==> src/rtl/mhp_tx.sv <==
`default_nettype none
// ============================================================================
// Module   : mhp_tx
// Purpose  : MHP transmit frame builder. Serialises one frame onto a byte
//            valid/ready write interface in the order
//            dst[15:8] dst[7:0] src[15:8] src[7:0] size[15:8] size[7:0]
//            dtype payload... csum[15:8] csum[7:0].
//            The checksum is the modulo-2^16 sum of the header and payload
//            bytes.
// Ports    : i_clk/i_rst          clock, asynchronous active-low reset
//            i_start, i_dst, i_src, i_size, i_dtype
//                                 frame request and header fields
//            o_busy, o_done, o_err, o_csum
//                                 frame status and running checksum
//            i_pdata/i_pvalid/o_pready
//                                 payload byte stream (sink side)
//            o_wdata/o_wvalid/i_wready
//                                 Ethernet byte stream (source side)
// Revision : 1.0 - initial release
// ============================================================================
module mhp_tx #(
    parameter int MAX_SIZE = 512
) (
    input  logic        i_clk,
    input  logic        i_rst,
    input  logic        i_start,
    input  logic [15:0] i_dst,
    input  logic [15:0] i_src,
    input  logic [15:0] i_size,
    input  logic [7:0]  i_dtype,
    output logic        o_busy,
    output logic        o_done,
    output logic        o_err,
    output logic [15:0] o_csum,
    input  logic [7:0]  i_pdata,
    input  logic        i_pvalid,
    output logic        o_pready,
    output logic [7:0]  o_wdata,
    output logic        o_wvalid,
    input  logic        i_wready
);

    localparam logic [15:0] c_MAX_SIZE = 16'(MAX_SIZE);

    typedef enum logic [2:0] {
        ST_IDLE    = 3'd0,
        ST_HDR     = 3'd1,
        ST_PAYLOAD = 3'd2,
        ST_CSUM    = 3'd3,
        ST_DRAIN   = 3'd4
    } state_t;

    state_t      r_state;
    state_t      w_state_nxt;

    logic [15:0] r_dst;
    logic [15:0] r_src;
    logic [15:0] r_size;
    logic [7:0]  r_dtype;
    logic [2:0]  r_idx;      // header byte index 0..6
    logic [15:0] r_rem;      // payload bytes still to pull
    logic        r_cs_lo;    // high checksum byte already loaded
    logic [15:0] r_csum;
    logic [7:0]  r_wdata;
    logic        r_wvalid;
    logic        r_done;
    logic        r_err;

    logic        w_load_ok;
    logic        w_load;
    logic        w_add;
    logic [7:0]  w_byte;
    logic [7:0]  w_hdr_byte;
    logic        w_pready;
    logic        w_accept;
    logic        w_reject;
    logic        w_done;
    logic        w_hdr_last;

    // The output register may take a new byte when empty or being drained.
    assign w_load_ok = !r_wvalid || i_wready;

    always_comb begin
        w_hdr_byte = 8'h00;
        case (r_idx)
            3'd0:    w_hdr_byte = r_dst[15:8];
            3'd1:    w_hdr_byte = r_dst[7:0];
            3'd2:    w_hdr_byte = r_src[15:8];
            3'd3:    w_hdr_byte = r_src[7:0];
            3'd4:    w_hdr_byte = r_size[15:8];
            3'd5:    w_hdr_byte = r_size[7:0];
            3'd6:    w_hdr_byte = r_dtype;
            default: w_hdr_byte = 8'h00;
        endcase
    end

    always_comb begin
        w_state_nxt = r_state;
        w_load      = 1'b0;
        w_add       = 1'b0;
        w_byte      = 8'h00;
        w_pready    = 1'b0;
        w_accept    = 1'b0;
        w_reject    = 1'b0;
        w_done      = 1'b0;
        w_hdr_last  = 1'b0;
        case (r_state)
            ST_IDLE: begin
                if (i_start) begin
                    if (i_size > c_MAX_SIZE) begin
                        w_reject = 1'b1;
                    end else begin
                        w_accept    = 1'b1;
                        w_state_nxt = ST_HDR;
                    end
                end
            end
            ST_HDR: begin
                if (w_load_ok) begin
                    w_load = 1'b1;
                    w_add  = 1'b1;
                    w_byte = w_hdr_byte;
                    if (r_idx == 3'd6) begin
                        w_hdr_last  = 1'b1;
                        w_state_nxt = (r_size == 16'd0) ? ST_CSUM : ST_PAYLOAD;
                    end
                end
            end
            ST_PAYLOAD: begin
                // Ready depends combinationally on i_wready so a byte can
                // stream through every cycle without a bubble.
                w_pready = w_load_ok && (r_rem != 16'd0);
                if (w_pready && i_pvalid) begin
                    w_load = 1'b1;
                    w_add  = 1'b1;
                    w_byte = i_pdata;
                    if (r_rem == 16'd1) begin
                        w_state_nxt = ST_CSUM;
                    end
                end
            end
            ST_CSUM: begin
                if (w_load_ok) begin
                    w_load = 1'b1;
                    w_byte = r_cs_lo ? r_csum[7:0] : r_csum[15:8];
                    if (r_cs_lo) begin
                        w_state_nxt = ST_DRAIN;
                    end
                end
            end
            ST_DRAIN: begin
                if (r_wvalid && i_wready) begin
                    w_done      = 1'b1;
                    w_state_nxt = ST_IDLE;
                end
            end
            default: begin
                w_state_nxt = ST_IDLE;
            end
        endcase
    end

    always_ff @(posedge i_clk or negedge i_rst) begin
        if (!i_rst) begin
            r_state <= ST_IDLE;
        end else begin
            r_state <= w_state_nxt;
        end
    end

    always_ff @(posedge i_clk or negedge i_rst) begin
        if (!i_rst) begin
            r_dst    <= 16'h0000;
            r_src    <= 16'h0000;
            r_size   <= 16'h0000;
            r_dtype  <= 8'h00;
            r_idx    <= 3'd0;
            r_rem    <= 16'h0000;
            r_cs_lo  <= 1'b0;
            r_csum   <= 16'h0000;
            r_wdata  <= 8'h00;
            r_wvalid <= 1'b0;
            r_done   <= 1'b0;
            r_err    <= 1'b0;
        end else begin
            r_done <= w_done;
            r_err  <= w_reject;

            if (w_accept) begin
                r_dst   <= i_dst;
                r_src   <= i_src;
                r_size  <= i_size;
                r_dtype <= i_dtype;
                r_idx   <= 3'd0;
                r_cs_lo <= 1'b0;
                r_csum  <= 16'h0000;
            end else if (w_add) begin
                r_csum <= r_csum + {8'h00, w_byte};
            end

            if (r_state == ST_HDR && w_load) begin
                r_idx <= r_idx + 3'd1;
            end
            if (w_hdr_last) begin
                r_rem <= r_size;
            end else if (r_state == ST_PAYLOAD && w_load) begin
                r_rem <= r_rem - 16'd1;
            end
            if (r_state == ST_CSUM && w_load) begin
                r_cs_lo <= 1'b1;
            end

            // Register empties on its own when nothing new is loaded.
            if (w_load_ok) begin
                r_wvalid <= w_load;
                if (w_load) begin
                    r_wdata <= w_byte;
                end
            end
        end
    end

    assign o_busy   = (r_state != ST_IDLE);
    assign o_done   = r_done;
    assign o_err    = r_err;
    assign o_csum   = r_csum;
    assign o_pready = w_pready;
    assign o_wdata  = r_wdata;
    assign o_wvalid = r_wvalid;

endmodule
`default_nettype wire

==> config.mk <==
export PLATFORM = sky130hd
export DESIGN_NAME = mhp_tx
export DESIGN_NICKNAME = d
export VERILOG_FILES = /design/src/rtl/mhp_tx.sv
export SDC_FILE = /design/constraint.sdc
export NUM_CORES = 1
export LEC_CHECK = 0
export ABC_AREA = 0
export BUFFER_PORTS_ARGS = -buffer_cell sky130_fd_sc_hd__buf_2
export CAP_MARGIN = 25
export CORE_UTILIZATION = 50
export DETAILED_ROUTE_END_ITERATION = 8
export GPL_TIMING_DRIVEN = 0
export PLACE_DENSITY = 0.73
export SLEW_MARGIN = 10
export SYNTH_ARGS = -nofsm -noshare
export SYNTH_HDL_FRONTEND = slang
export SYNTH_SLANG_ARGS = --single-unit
==> constraint.sdc <==
create_clock -name i_clk -period 5.9 [get_ports i_clk]
set_input_delay 0.295 -clock i_clk [delete_from_list [all_inputs] [get_ports i_clk]]
set_output_delay 0.295 -clock i_clk [all_outputs]
set_load 0.05 [all_outputs]
Yosys cells after proc, flatten, opt, wreduce, memory -nomap -nowiden
Index checks and enable logic that the tools add are counted.
{ "totals": {"register_bits": 106} }
{ "classes": {"n_lt_le_gt_ge": 1, "eq_ne": 20, "reduce_logical": 20, "n_addsub": 3, "muxes": 41} }
{ "ops": {"columns": ["operator", "count"], "rows": [
  ["$mux W16", 4],
  ["$pmux W8 S7", 1],
  ["$mux W3", 11],
  ["$mux W8", 4],
  ["$pmux W8 S3", 1],
  ["$ne A2 B2 Y1 const B", 9],
  ["$mux W1", 17],
  ["$add A16 B8 Y16", 1],
  ["$eq A16 B1 Y1 const B", 1],
  ["$gt A16 B10 Y1 const B", 1],
  ["$logic_not A16 Y1", 1],
  ["$reduce_bool A16 Y1", 1],
  ["$sub A16 B1 Y16 const B", 1],
  ["$pmux W3 S5", 1],
  ["$eq A3 B2 Y1 const B", 4],
  ["$eq A3 B3 Y1 const B", 4],
  ["$reduce_and A9 Y1", 1],
  ["$reduce_bool A2 Y1", 4],
  ["$eq A3 B1 Y1 const B", 2],
  ["$logic_and A1 B1 Y1", 6],
  ["$logic_not A3 Y1", 2],
  ["$pmux W1 S2", 2],
  ["$add A3 B1 Y3 const B", 1],
  ["$reduce_bool A3 Y1", 1],
  ["4 further kinds", 4]
]} }

Longest topological paths before layout
{ "depth": {"word_depth": 9, "mapped_depth": 15} }

Worst setup path before layout
Ideal clock, no wire load.
{ "synth_path": {"path_type": "reg2reg", "startpoint": "register r_idx[2]", "endpoint": "register r_csum[10], in the netlist o_csum[10]", "path_stages_with_launch": 14, "n_path_buf": 2, "slack_ns": 2.169, "setup_ns": 0.110, "arrival_time_ns": 3.621, "path_cell_list": "dfrtp_1 -> clkbuf_1 -> clkinv_1 -> ha_1 -> clkbuf_1 -> or4_1 -> and3_1 -> a221o_1 -> ha_1 -> or2_2 -> a21oi_1 -> o21bai_1 -> o311ai_0 -> o41ai_1"} }
{ "synth_between": {"elab_chain_len": 7} }
{ "synth_rtl": {"columns": ["item", "line", "rtl"], "rows": [
  ["from (decl)", "60", "logic [2:0] r_idx;"],
  ["from (signal assigned)", "202", "r_idx <= r_idx + 3'd1;"],
  ["$eq A3 B3 Y1 (tied with other cells)", "85", "case (r_idx)"],
  ["$pmux W8 S7 *", "85", null],
  ["$mux W8 *", "119", "if (w_load_ok) begin"],
  ["$pmux W8 S3 *", "107", "case (r_state)"],
  ["named net w_byte[6]", "72", "logic [7:0] w_byte;"],
  ["$add A16 B8 Y16 *", "198", "r_csum <= r_csum + {8'h00, w_byte};"],
  ["$mux W16 *", "197", "end else if (w_add) begin"],
  ["$mux W16 *", "189", "if (w_accept) begin"],
  ["to (signal assigned)", "198", null],
  ["to (decl)", "63", "logic [15:0] r_csum;"]
]} }
Mark *: on every way through the listed nets, which the timed path passes. The rest lies on a longest branch. The select of a mux whose other input is x is not followed.
A chain may end at the register's enable or synchronous reset.

Worst setup path in the final report
{ "layout_path": {"startpoint": "register r_idx[2]", "endpoint": "register r_csum[8], in the netlist o_csum[8]"} }
Same word-level chain as after synthesis.

==> run metrics <==
final clock skew 0.0126 ns; standby leakage power 0.00341 µW; largest buffer count on any clock path 2; count of boundary I/O pins 98; area of placed instances 0.00637 mm²; number of distinct library cells after synthesis 61; pin count of the biggest net entering global routing 77; summed negative setup slack over all endpoints 0 ns; Worst slew margin 0.495; dpl hpwl 11000 µm; number of antenna violations at the first check in global routing 0; synthesized instance count 509; maximum resistive drop on vdd 202 µV; most frequent standard cell in the layout excluding fill and tap cells dfrtp_1; RSZ-0062 raised after global routing no; routed vias/inst 6.06; cts hold-fix bufs 1; wire length of the first global-routing pass 24100 µm; CP startpoint kind flip-flop; register area share after synthesis 0.468; endpoint kind of the worst setup timing path flip-flop; wire length reported by the detailed router 15100 µm; layout-stage area growth over the synthesis result 18.3%; Crit path required time 6.17 ns; total power 2780 µW; total clock buffers created by CTS 9; post-CTS repair timing setup buffer count 0; Netlist Area Pre-Place 0.00567 mm²; source of the worst hold timing path i_dst[9]; ANT nets after route 0; number of stages on the worst hold path 2; row count 38; post-route standard cell area excluding fillers 0.00671 mm²; number of global-route vias before repair 4459; number of detailed-routing iterations run before antenna repair 6; number of setup violations in the final report 0; flop and latch count out of synthesis 106; fmax 211 MHz; Clk pin slew, worst setup/hold paths 0.07 ns; H-tree depth 3; Tot GR Track Use 0.273; effective utilization at floorplan 0.519; final layout net count 704; Synth Net Count 594; setup slack on the worst flop-to-flop path 1.16 ns; width of the die 109 µm; IO buf count 97; clock sink count 106; proportion of netlist area held by the largest area contributor 0.468; number of hold-slack violations in the final timing report 0; number of synthesized flops with an enable pin 0; clock latency on the worst-skew pair 0.35 ns; cell types occupying the most area after synthesis dfrtp_1 (47%), mux2_4 (6.9%), mux2_2 (6.6%); CTS tree yes; warning count from the yosys run 0; minimum period implied by the final worst setup slack 4.74 ns; Die Y 109 µm; Hold Path Class in -> reg; final critical-path share of the clock period 0.803; number of max-cap violations 0; post-synthesis async set-or-reset flop share 1.00; Placer Congestion 0.907; core area 0.0109 mm²; CP Class reg -> reg; Critical R2R Capture o_csum[8]; cell type with the highest aggregate area in the netlist dfrtp_1; CTS Root Cell clkbuf_16; pins over their slew limit 0; DR DRC count 0; Diodes inserted 0; Worst-Margin Slew 0.757 ns; Max FO, Critical Path 9; number of cells upsized or downsized after cts 0; Die ar. 0.0118 mm²; first-iteration detailed-routing DRC count 377; fraction of layout cells with a size suffix above 1 0.306; total vias in the final route 4627; prevailing post-synth register cell dfrtp_1; Hold EP r_dst[9]; power density of the placed cells 414 mW/mm²; detail-routed net length per standard cell 19.8 µm; average instance area after synthesis 11.1 µm²; path depth of the worst reg2reg path 15; outcome complete, no violations; Crit path arrival time 5.01 ns; FF-to-FF Start r_idx[2]; sum of overflow across all layers after global routing 0; commonest non-fill, non-tap cells in the layout dfrtp_1 (106), buf_2 (100), nor2_1 (36), mux2_2 (33); Hold Worst Slack 0.167 ns
[worst max-delay path, stage by stage, from the launching register on]
cell,delay [ns]
dfrtp_1,0.32
clkbuf_1,0.40
clkinv_1,0.38
ha_1,0.30
clkbuf_1,0.24
or4_1,0.60
nand3_1,0.16
a21oi_1,0.07
a211o_1,0.32
ha_1,0.23
fa_1,0.41
a21oi_1,0.23
o22ai_1,0.15
o21bai_1,0.49
o21ai_0,0.19
a21oi_1,0.16
[flip-flops by register name, summed over array words and instances (netlist names)]
| register | count |
|---|---|
| r_dst | 16 |
| o_done | 1 |
| r_src | 16 |
| r_dtype | 8 |
| o_wvalid | 1 |
| r_state | 3 |
| o_wdata | 8 |
| r_rem | 16 |
| r_idx | 3 |
| r_size | 16 |
| o_csum | 16 |
| r_cs_lo | 1 |
| o_err | 1 |
[metal layers]
metal,track usage,share of wire
met1,0.387,0.46
met5,0,0
met4,0.123,0.030
met2,0.419,0.46
met3,0.0332,0.044
[per-stage QoR]
stage / utilization / setup WS (ns) / instances
final: 0.614 / 1.16 / 764
after global routing: 0.614 / 0.882 / 764
after CTS: 0.614 / 1.24 / 764
after detailed placement: 0.582 / 1.25 / 747
after global placement: 0.579 / 1.38 / 746
after floorplan: - / 2.17 / 509
[power breakdown]
group / total (µW) / switching [µW] / internal, µW
combinational: 1130 / 729 / 396
sequential: 981 / 128 / 853
clock: 674 / 285 / 389
[logic make-up (layout without fill, tap and decap cells)]
logic type	after synthesis	count (layout)	synth area share
compound gates	116	116	0.144
simple gates	141	141	0.134
flops	106	106	0.468
buf+inv	40	155	0.0324
mux	72	72	0.157
xor+xnor	18	18	0.0278
fa+ha+maj	16	16	0.0366
[synth_stat cells, types with 6 or more instances]
cell,n
nor4b_1,6
xnor2_1,17
mux2_4,26
o21ai_0,18
a22oi_1,7
a221oi_1,11
a21oi_1,26
or4_1,6
dfrtp_1,106
a21o_1,11
nor2_1,36
nor3_1,6
nand2_1,20
inv_1,11
mux2_2,33
ha_1,15
mux2i_1,13
nor4_1,9
clkbuf_1,16
and2_1,8
nand3_1,21
[area by class of cell]
class                           instances  area [µm²]
Fill cell                             915        4220
Clock buffer                           10         239
Inverter                               12        45.0
Buffer                                 28         139
Timing Repair Buffer                   99         529
Sequential cell                       106        2650
Clock inverter                          6        95.1
Tap cell                              140         175
Multi-Input combinational cell        363        2840
[worst max-delay path by stage]
stage          slack [ns]  cells after the start  startpoint    endpoint
6_report             1.16                     15    r_idx[2]   o_csum[8]
5_1_grt              0.88                     15    r_idx[2]  o_csum[10]
4_1_cts              1.24                     15    r_idx[2]  o_csum[10]
3_5_place_dp         1.25                     15    r_idx[2]  o_csum[10]
3_3_place_gp         1.38                     15    r_idx[2]  o_csum[10]
2_1_floorplan        2.17                     13    r_idx[2]  o_csum[10]
Note: power is estimated with default switching activity, not from simulation.
